File: src/rtl/contador_bcd_4_digitos_pkg.sv
// Shared types and constants for the BCD counter and the 7-segment display path.
// Digit type, BCD limits, run/stop state encoding and a single-digit step helper.
package pkg_display;

  typedef logic [3:0] bcd_t;

  localparam bcd_t C_BCD_MAX     = 4'd9;
  localparam bcd_t C_BCD_MIN     = 4'd0;
  localparam int   C_NUM_DIGITOS = 4;

  typedef enum logic {
    DETENIDO  = 1'b0,
    CORRIENDO = 1'b1
  } estado_t;

  // Out-of-range codes fold back into 0..9 so a digit can never stay illegal.
  function automatic bcd_t bcd_paso(input bcd_t digito, input logic sube);
    bcd_t resultado;
    if (sube) begin
      if (digito >= C_BCD_MAX) resultado = C_BCD_MIN;
      else                     resultado = digito + 4'd1;
    end else begin
      if (digito == C_BCD_MIN)     resultado = C_BCD_MAX;
      else if (digito > C_BCD_MAX) resultado = C_BCD_MAX;
      else                         resultado = digito - 4'd1;
    end
    return resultado;
  endfunction

endpackage

File: src/rtl/contador_bcd_4_digitos_digito_bcd.sv
// One BCD digit register with enable, direction and synchronous clear.
// acarreo_o flags that the next enabled step will wrap this digit (carry up / borrow down).
module digito_bcd
  import pkg_display::*;
(
  input  logic       reloj_i,
  input  logic       reset_i,
  input  logic       habilita_i,
  input  logic       sube_i,
  input  logic       limpia_i,
  output logic [3:0] digito_o,
  output logic       acarreo_o
);

  bcd_t digito_q;
  bcd_t digito_d;

  always_comb begin
    digito_d = digito_q;
    if (limpia_i) begin
      digito_d = C_BCD_MIN;
    end else if (habilita_i) begin
      digito_d = bcd_paso(digito_q, sube_i);
    end
  end

  always_ff @(posedge reloj_i or posedge reset_i) begin
    if (reset_i) begin
      digito_q <= C_BCD_MIN;
    end else begin
      digito_q <= digito_d;
    end
  end

  assign acarreo_o = sube_i ? (digito_q >= C_BCD_MAX) : (digito_q == C_BCD_MIN);
  assign digito_o  = digito_q;

endmodule

File: src/rtl/contador_bcd_4_digitos.sv
// Four-digit BCD up/down counter with prescaler and run/stop toggle.
// Holds the FSM, the prescaler, the digit chain and the wrap detection.
module contador_bcd_4_digitos
  import pkg_display::*;
#(
  parameter int P_DIVISOR = 100_000
) (
  input  logic       i_Reloj,
  input  logic       i_Reset,
  input  logic       i_Arranque,
  input  logic       i_Limpiar,
  input  logic       i_Direccion,
  output logic [3:0] o_Datos_0,
  output logic [3:0] o_Datos_1,
  output logic [3:0] o_Datos_2,
  output logic [3:0] o_Datos_3,
  output logic       o_Corriendo,
  output logic       o_Desborde
);

  localparam int C_ANCHO = (P_DIVISOR > 1) ? $clog2(P_DIVISOR) : 1;
  localparam logic [C_ANCHO-1:0] C_PRESC_MAX = C_ANCHO'(P_DIVISOR - 1);

  estado_t            estado_q;
  estado_t            estado_d;
  logic [C_ANCHO-1:0] presc_q;
  logic [C_ANCHO-1:0] presc_d;
  logic               desborde_q;
  logic               desborde_d;
  logic               tick;

  // habilita[i] = tick AND carries of all digits below i; habilita[4] marks a full wrap.
  logic               habilita [C_NUM_DIGITOS+1];
  logic               acarreo  [C_NUM_DIGITOS];
  logic [3:0]         digitos  [C_NUM_DIGITOS];

  always_comb begin
    estado_d = estado_q;
    if (i_Arranque) begin
      estado_d = (estado_q == DETENIDO) ? CORRIENDO : DETENIDO;
    end
  end

  assign tick = (estado_q == CORRIENDO) && (presc_q == C_PRESC_MAX);

  // Any path into or through DETENIDO parks the prescaler at 0 so a restart waits a full period.
  always_comb begin
    presc_d = presc_q + 1'b1;
    if (i_Limpiar || tick || (estado_q == DETENIDO) || (estado_d == DETENIDO)) begin
      presc_d = '0;
    end
  end

  assign habilita[0] = tick;

  generate
    for (genvar gi = 0; gi < C_NUM_DIGITOS; gi++) begin : g_digito
      digito_bcd u_digito (
        .reloj_i    (i_Reloj),
        .reset_i    (i_Reset),
        .habilita_i (habilita[gi]),
        .sube_i     (i_Direccion),
        .limpia_i   (i_Limpiar),
        .digito_o   (digitos[gi]),
        .acarreo_o  (acarreo[gi])
      );
      assign habilita[gi+1] = habilita[gi] & acarreo[gi];
    end
  endgenerate

  assign desborde_d = habilita[C_NUM_DIGITOS] & ~i_Limpiar;

  always_ff @(posedge i_Reloj or posedge i_Reset) begin
    if (i_Reset) begin
      estado_q   <= DETENIDO;
      presc_q    <= '0;
      desborde_q <= 1'b0;
    end else begin
      estado_q   <= estado_d;
      presc_q    <= presc_d;
      desborde_q <= desborde_d;
    end
  end

  assign o_Datos_0   = digitos[0];
  assign o_Datos_1   = digitos[1];
  assign o_Datos_2   = digitos[2];
  assign o_Datos_3   = digitos[3];
  assign o_Corriendo = (estado_q == CORRIENDO);
  assign o_Desborde  = desborde_q;

endmodule

File: config.mk
export PLATFORM = sky130hd
export DESIGN_NAME = contador_bcd_4_digitos
export DESIGN_NICKNAME = d
export VERILOG_FILES = /design/src/rtl/contador_bcd_4_digitos_pkg.sv /design/src/rtl/contador_bcd_4_digitos_digito_bcd.sv /design/src/rtl/contador_bcd_4_digitos.sv
export SDC_FILE = /design/constraint.sdc
export NUM_CORES = 1
export LEC_CHECK = 0
export CORE_MARGIN = 8
export CORE_UTILIZATION = 63
export CTS_CLUSTER_SIZE = 14
export DETAILED_ROUTE_END_ITERATION = 8
export GPL_TIMING_DRIVEN = 1
export PLACE_DENSITY = 0.86
export SLEW_MARGIN = 20
export SYNTH_ARGS = -nofsm -noshare
export SYNTH_HDL_FRONTEND = slang
export SYNTH_HIERARCHICAL = 1
export SYNTH_SLANG_ARGS = --single-unit
File: constraint.sdc
create_clock -name i_Reloj -period 6.56 [get_ports i_Reloj]
set_input_delay 0.984 -clock i_Reloj [delete_from_list [all_inputs] [get_ports i_Reloj]]
set_output_delay 0.984 -clock i_Reloj [all_outputs]
set_load 0.005 [all_outputs]
==> results of run 1 <==
[worst max-delay path: stages (launching register included)]
cell	delay (ns)
dfrtp_1	0.41
ha_1	0.24
and4_1	0.30
nand4_2	0.19
nor2_2	0.51
and4_1	0.50
o211ai_1	0.14
nand2_1	0.11
o221ai_1	0.11
o211a_1	0.22
[cell usage after synthesis (all sizes together) (9+ instances only)]
cell,number
dfrtp,35
nand3,9
nor2,57
nand2,23
nand4,15
xnor2,11
nor3,17
inv,24
buf,18
ha,17
[cell families after synthesis]
logic type      share of synthesized area [%]
xor+xnor                                 5.02
fa+ha+maj                                7.62
compound gates                           24.5
buf+inv                                  7.93
flops                                    31.4
simple gates                             23.5
[final timing paths]
| path | end | cells past startpoint |
|---|---|---|
| setup / recovery | g_digito[3].u_digito/digito_o[3]$_DFFE_PP0P_ | 9 |
| setup reg to reg | g_digito[3].u_digito/digito_o[3]$_DFFE_PP0P_ | 9 |
| hold reg to reg | presc_q[0]$_DFF_PP0_ | 1 |
| max in group asynchronous | o_Desborde$_DFF_PP0_ | 2 |
| hold / removal | presc_q[0]$_DFF_PP0_ | 1 |
| min in group asynchronous | g_digito[2].u_digito/digito_o[2]$_DFFE_PP0P_ | 2 |
[metal layers]
metal / up-vias / global-route usage (%)
met2: 91 / 35.0
met5: - / 0
met1: 1186 / 25.2
met3: 20 / 3.90
li1: 1186 / -
met4: 0 / 8.45
[power by group through the flow]
stage | combinational (uW) | sequential, uW | clock, uW
global placement | 43.1 | 229 | 0
global route | 49.0 | 226 | 209
floorplan | 27.6 | 229 | 0
CTS | 43.9 | 225 | 200
detailed placement | 43.6 | 230 | 0
finish | 43.0 | 225 | 199
[state kept, by name, indices dropped and copies added, names as in the netlist]
signal,count
g_digito.u_digito/digito_o,16
o_Corriendo,1
o_Desborde,1
presc_q,17
[stage by stage]
step	hold WS, ns	power [uW]	setup WS (ns)	cells	cell area (sq um)
2_1_floorplan	0.469	256	4.21	320	2790
3_3_place_gp	0.501	272	3.53	377	2950
3_5_place_dp	0.501	273	3.45	377	2950
4_1_cts	0.512	469	3.73	385	3060
5_1_grt	0.537	485	3.45	385	3060
6_report	0.510	467	3.71	385	3060
[area by class of cell]
| type | count | area [sq um] |
|---|---|---|
| flip-flops and latches | 35 | 876 |
| fillers | 361 | 1260 |
| clock inverters | 3 | 43.8 |
| repair buffers | 23 | 223 |
| inverters | 24 | 90.1 |
| clock buffers | 5 | 68.8 |
| well taps | 52 | 65.1 |
| multi-input cells | 243 | 1690 |
==> impl_results.md, run 1 <==
- Status: finished clean
- Routed Antenna Nets: 0
- Final core utilization: between 70 and 80%
- Yosys warnings: 6
- DR top layer: met4
- Cts hold-fix bufs: 0
- WS Path Type: reg2reg
- Die area: about 6800 sq um
- Type of origin of the critical path: flip-flop
- Number of top-level pins: 23
- Cell row count: 24
- RSZ-0062 raised after global routing: false
- Highest-count cells in the layout ignoring fill and taps: nor2_1, dfrtp_1, nand2_1
- Die H: roughly 83 microns
- Commonest non-fill, non-tap cell in the layout: nor2_1
- Clock Skew: approximately 0.013 ns
- NumNets Final: roughly 350
- FMAX: between 300 and 400 MHz
- Starting DRT DRC Count: roughly 120
- Number of synthesized flops with an enable pin: 0
- Post-CTS Setup Inserts: 0
- Synth area leaders: dfrtp_1, ha_1, nor2_1
- Net count after synthesis: around 340
- Top FF cell, synth: dfrtp_1
- Total GRT Usage: roughly 21%
- Period Utilization, post-route: a little over two fifths
- Clock insertion delay at the later pin of the skew report: roughly 0.3 ns
- Largest net degree at the start of global routing: 65
- Worst slew pin tran: 0.940 ns
- Port buffer count: 22
- Final setup viols: 0
- Met2 WL: between 3000 and 4000 microns
- Drt drc: 0
- CTS tree: done
- Slew HR: between 30% and 40%
- Total congestion overflow: 0
- Number of synthesized register bits: 35
- Initial DRT Pass Iterations: 4
- Routed WL per cell: 16.6 microns
- Top cell type's share of synthesized area: 31.4%
- Core area: between 4000 and 5000 sq um
- # Max-Cap Violations: 0
- # clock sinks: 35
- Global placement routability congestion: roughly 0.84
- Post-CTS sizing: 0
- Fin crit period: 2.85 ns
- Switching share of power: 25.0%
- Clock buffer depth: 2
- Crit path max fanout: 14
- N_diodes: 0
- Pleak: 0.00120 uW
- Htree depth: 2
- WP data arrival: 3.03 ns
- Final Hold Fails: 0
- Distinct cells, synth: 39
- Power Dens Cells: 153 nW/um^2
- Worst Setup SP: presc_q[0]$_DFF_PP0_
- Int Power: 350 uW
- Met3 Wirelength: 357 microns
- Synth Cell Area: around 2800 sq um
- Asr flop ratio synth: 100%
- Worst EP required: ~6.7 ns
- Initial Utilization: about 65%
- Setup_tns: 0 ns
- Crit Reg-Reg Startpoint: presc_q[0]$_DFF_PP0_
- Vias in the first global route: roughly 2400
- DP HPWL: between 4000 and 5000 microns
- Max-slew violations: 0
- Post-Route WL: about 6400 microns
- Syn Area/Cell: just under 9 sq um
- Share of layout cells above drive strength 1: about a tenth
- Clk pwr share: 42.5%
- Initial antenna violation count: 0
- Routed vias/inst: 6.45
- Die Span X: 82.6 microns
- Post-synthesis sequential area ratio: 31.4%
- Sw Pwr: about 120 uW
- First-pass GRT wire length: around 11000 microns
- Post-synthesis cell count: between 300 and 400
- CP endpoint kind: flip-flop
- Seq pwr share: about half
- HP Start: presc_q[0]$_DFF_PP0_
- Routed met1 length: around 2700 microns
- Class of the worst hold path: reg2reg
- VDD IR max: about 0.12 mV
- Root Buffer: clkbuf_8
- Layout area overhead: 9.64%
- Worst reg-to-reg setup slack: 3.71 ns
- Comb power frac: just over 9%
- Via Count: approximately 2500
- Clock slew at reported path FFs: 0.08 ns
- Post-synth top area cell: dfrtp_1
- CTS Buf Count: 5
Note: power is estimated with default switching activity, not from simulation.
==> inputs of run 2 (changes only) <==
--- a/config.mk
+++ b/config.mk
@@ -6,11 +6,11 @@
 export NUM_CORES = 1
 export LEC_CHECK = 0
 export CORE_MARGIN = 8
-export CORE_UTILIZATION = 63
+export CORE_UTILIZATION = 59
 export CTS_CLUSTER_SIZE = 14
 export DETAILED_ROUTE_END_ITERATION = 8
 export GPL_TIMING_DRIVEN = 1
-export PLACE_DENSITY = 0.86
+export PLACE_DENSITY = 0.81
 export SLEW_MARGIN = 20
 export SYNTH_ARGS = -nofsm -noshare
 export SYNTH_HDL_FRONTEND = slang
==> constraint.sdc (replaced) <==
create_clock -name i_Reloj -period 2.67 [get_ports i_Reloj]
set_input_delay 0.4005 -clock i_Reloj [delete_from_list [all_inputs] [get_ports i_Reloj]]
set_output_delay 0.4005 -clock i_Reloj [all_outputs]
set_load 0.005 [all_outputs]
==> impl_results.md, run 2 (synthesis results as in run 1) <==
- Status: finished clean
- Worst slew pin tran: between 0.6 and 0.7 ns
- # Max-Cap Violations: 0
- N_diodes: 0
- VDD IR max: about 0.23 mV
- Final Hold Fails: 0
- Initial Utilization: roughly three fifths
- Die Span X: about 85 microns
- Total congestion overflow: 0
- Fin crit period: roughly 2.3 ns
- Clock Skew: approximately 0.0073 ns
- Largest stage delay, worst path: between 0.4 and 0.5 ns
- Cell row count: 25
- Routed vias/inst: between 6 and 7
- FF-to-FF path depth: 10
- Die H: between 80 and 90 microns
- Initial antenna violation count: 0
- Number of top-level pins: 23
- Routed WL per cell: around 15 microns
- Final setup viols: 0
- Period Utilization, post-route: between 80 and 90%
- RSZ-0062 raised after global routing: false
- Type of origin of the critical path: flip-flop
- CP cell instances: inv_1 > ha_1 > inv_2 > o311ai_4 > o31ai_1 > and4_1 > buf_4 > nand2_1 > o31ai_1 > a221oi_1
- Most flops, register: presc_q
- Finished Cell Area: between 3000 and 4000 sq um
- Layout fillers: 370
- Power Dens Cells: roughly 330 nW/um^2
- Routed Antenna Nets: 0
- Final core utilization: roughly two thirds
- Crit path max fanout: 9
- Global placement routability congestion: between 0.8 and 0.9
- Initial DRT Pass Iterations: 4
- Htree depth: 2
- Clock slew at reported path FFs: around 0.070 ns
- Post-CTS Setup Inserts: 0
- DP HPWL: 4400 microns
- R2r endpoint: g_digito[3].u_digito/digito_o[2]$_DFFE_PP0P_
- WS Path Type: reg2reg
- Post-Route WL: between 6000 and 7000 microns
- Port buffer count: 22
- Die area: approximately 7200 sq um
- Pleak: between 0.001 and 0.0015 uW
- WP data arrival: ~2.5 ns
- Vias in the first global route: about 2400
- Worst EP required: ~2.9 ns
- CP endpoint kind: flip-flop
- First-pass GRT wire length: approximately 11000 microns
- Worst reg-to-reg setup slack: 0.35 ns
- Root Buffer: clkbuf_8
- Share of layout cells above drive strength 1: 12.2%
- Crit Reg-Reg Startpoint: g_digito[1].u_digito/digito_o[1]$_DFFE_PP0P_
- Total GRT Usage: 17.9%
- Core area: roughly 4600 sq um
- Largest net degree at the start of global routing: 28
- # clock sinks: 35
- Clock buffer depth: 2
- Drt drc: 0
- Setup_tns: 0 ns
- Most used cell, CP: o31ai_1
- Max-slew violations: 0
- CTS tree: done
- Highest-count cells in the layout ignoring fill and taps: nor2_1, dfrtp_1, nand2_1
- Dpl cell area: a little over 3000 sq um
- Worst path bufs/invs: 3
- Slew HR: about 53%
- FMAX: around 430 MHz
- Commonest non-fill, non-tap cell in the layout: nor2_1
- Max reg flops: 17
- Post-CTS sizing: 0
- Worst path slowest cell: dfrtp_1
- CP top delay family: compound AO/OA/AOI/OAI gates
- CTS Buf Count: 5
- Class of the worst hold path: in2async
- Layout area overhead: 12.0%
- Starting DRT DRC Count: 133
- Clock insertion delay at the later pin of the skew report: 0.29 ns
- Via Count: 2424
- NumNets Final: approximately 370
- Cts hold-fix bufs: 0
-- run 2: per-layer routing --
layer / track usage, % / share of wire, %
met4: 7.12 / 1.6
met5: 0 / 0
met1: 21.5 / 45
met2: 30.9 / 49
met3: 3.12 / 4.0
-- run 2: final cells by class --
type,count,area [sq um],share of cell area (%)
Multi-Input combinational cell,243,1690,54.2
Sequential cell,35,876,28.0
Timing Repair Buffer,35,313,10.0
Inverter,24,90.1,2.88
Clock buffer,6,72.6,2.32
Tap cell,54,67.6,2.16
Clock inverter,2,12.5,0.400
-- run 2: per-stage QoR --
| step | instances | hold WS (ns) | setup WS (ns) | power [uW] |
|---|---|---|---|---|
| floorplan | 320 | 0.167 | 0.572 | 630 |
| global placement | 391 | 0.498 | 0.436 | 675 |
| detailed placement | 391 | 0.500 | 0.387 | 675 |
| CTS | 399 | 0.434 | 0.380 | 1050 |
| global route | 399 | 0.466 | 0.143 | 1090 |
| finish | 399 | 0.437 | 0.347 | 1040 |
-- run 2: worst max-delay path by stage --
stage	from	to	slack, ns	cells after the start
2_1_floorplan	presc_q[0]$_DFF_PP0_	g_digito[3].u_digito/digito_o[3]$_DFFE_PP0P_	0.57	10
3_3_place_gp	g_digito[1].u_digito/digito_o[0]$_DFFE_PP0P_	g_digito[3].u_digito/digito_o[2]$_DFFE_PP0P_	0.44	10
3_5_place_dp	g_digito[1].u_digito/digito_o[0]$_DFFE_PP0P_	g_digito[2].u_digito/digito_o[2]$_DFFE_PP0P_	0.39	10
4_1_cts	g_digito[1].u_digito/digito_o[0]$_DFFE_PP0P_	g_digito[3].u_digito/digito_o[2]$_DFFE_PP0P_	0.38	10
5_1_grt	g_digito[2].u_digito/digito_o[1]$_DFFE_PP0P_	g_digito[3].u_digito/digito_o[2]$_DFFE_PP0P_	0.14	10
6_report	g_digito[1].u_digito/digito_o[1]$_DFFE_PP0P_	g_digito[3].u_digito/digito_o[2]$_DFFE_PP0P_	0.35	10
-- run 2: report_power, final --
part | leakage [uW] | total, uW | switching (uW) | internal [uW]
Clock | 0.0000412 | 379 | 197 | 182
Combinational | 0.000719 | 113 | 65.7 | 46.9
Sequential | 0.000486 | 553 | 11.9 | 541
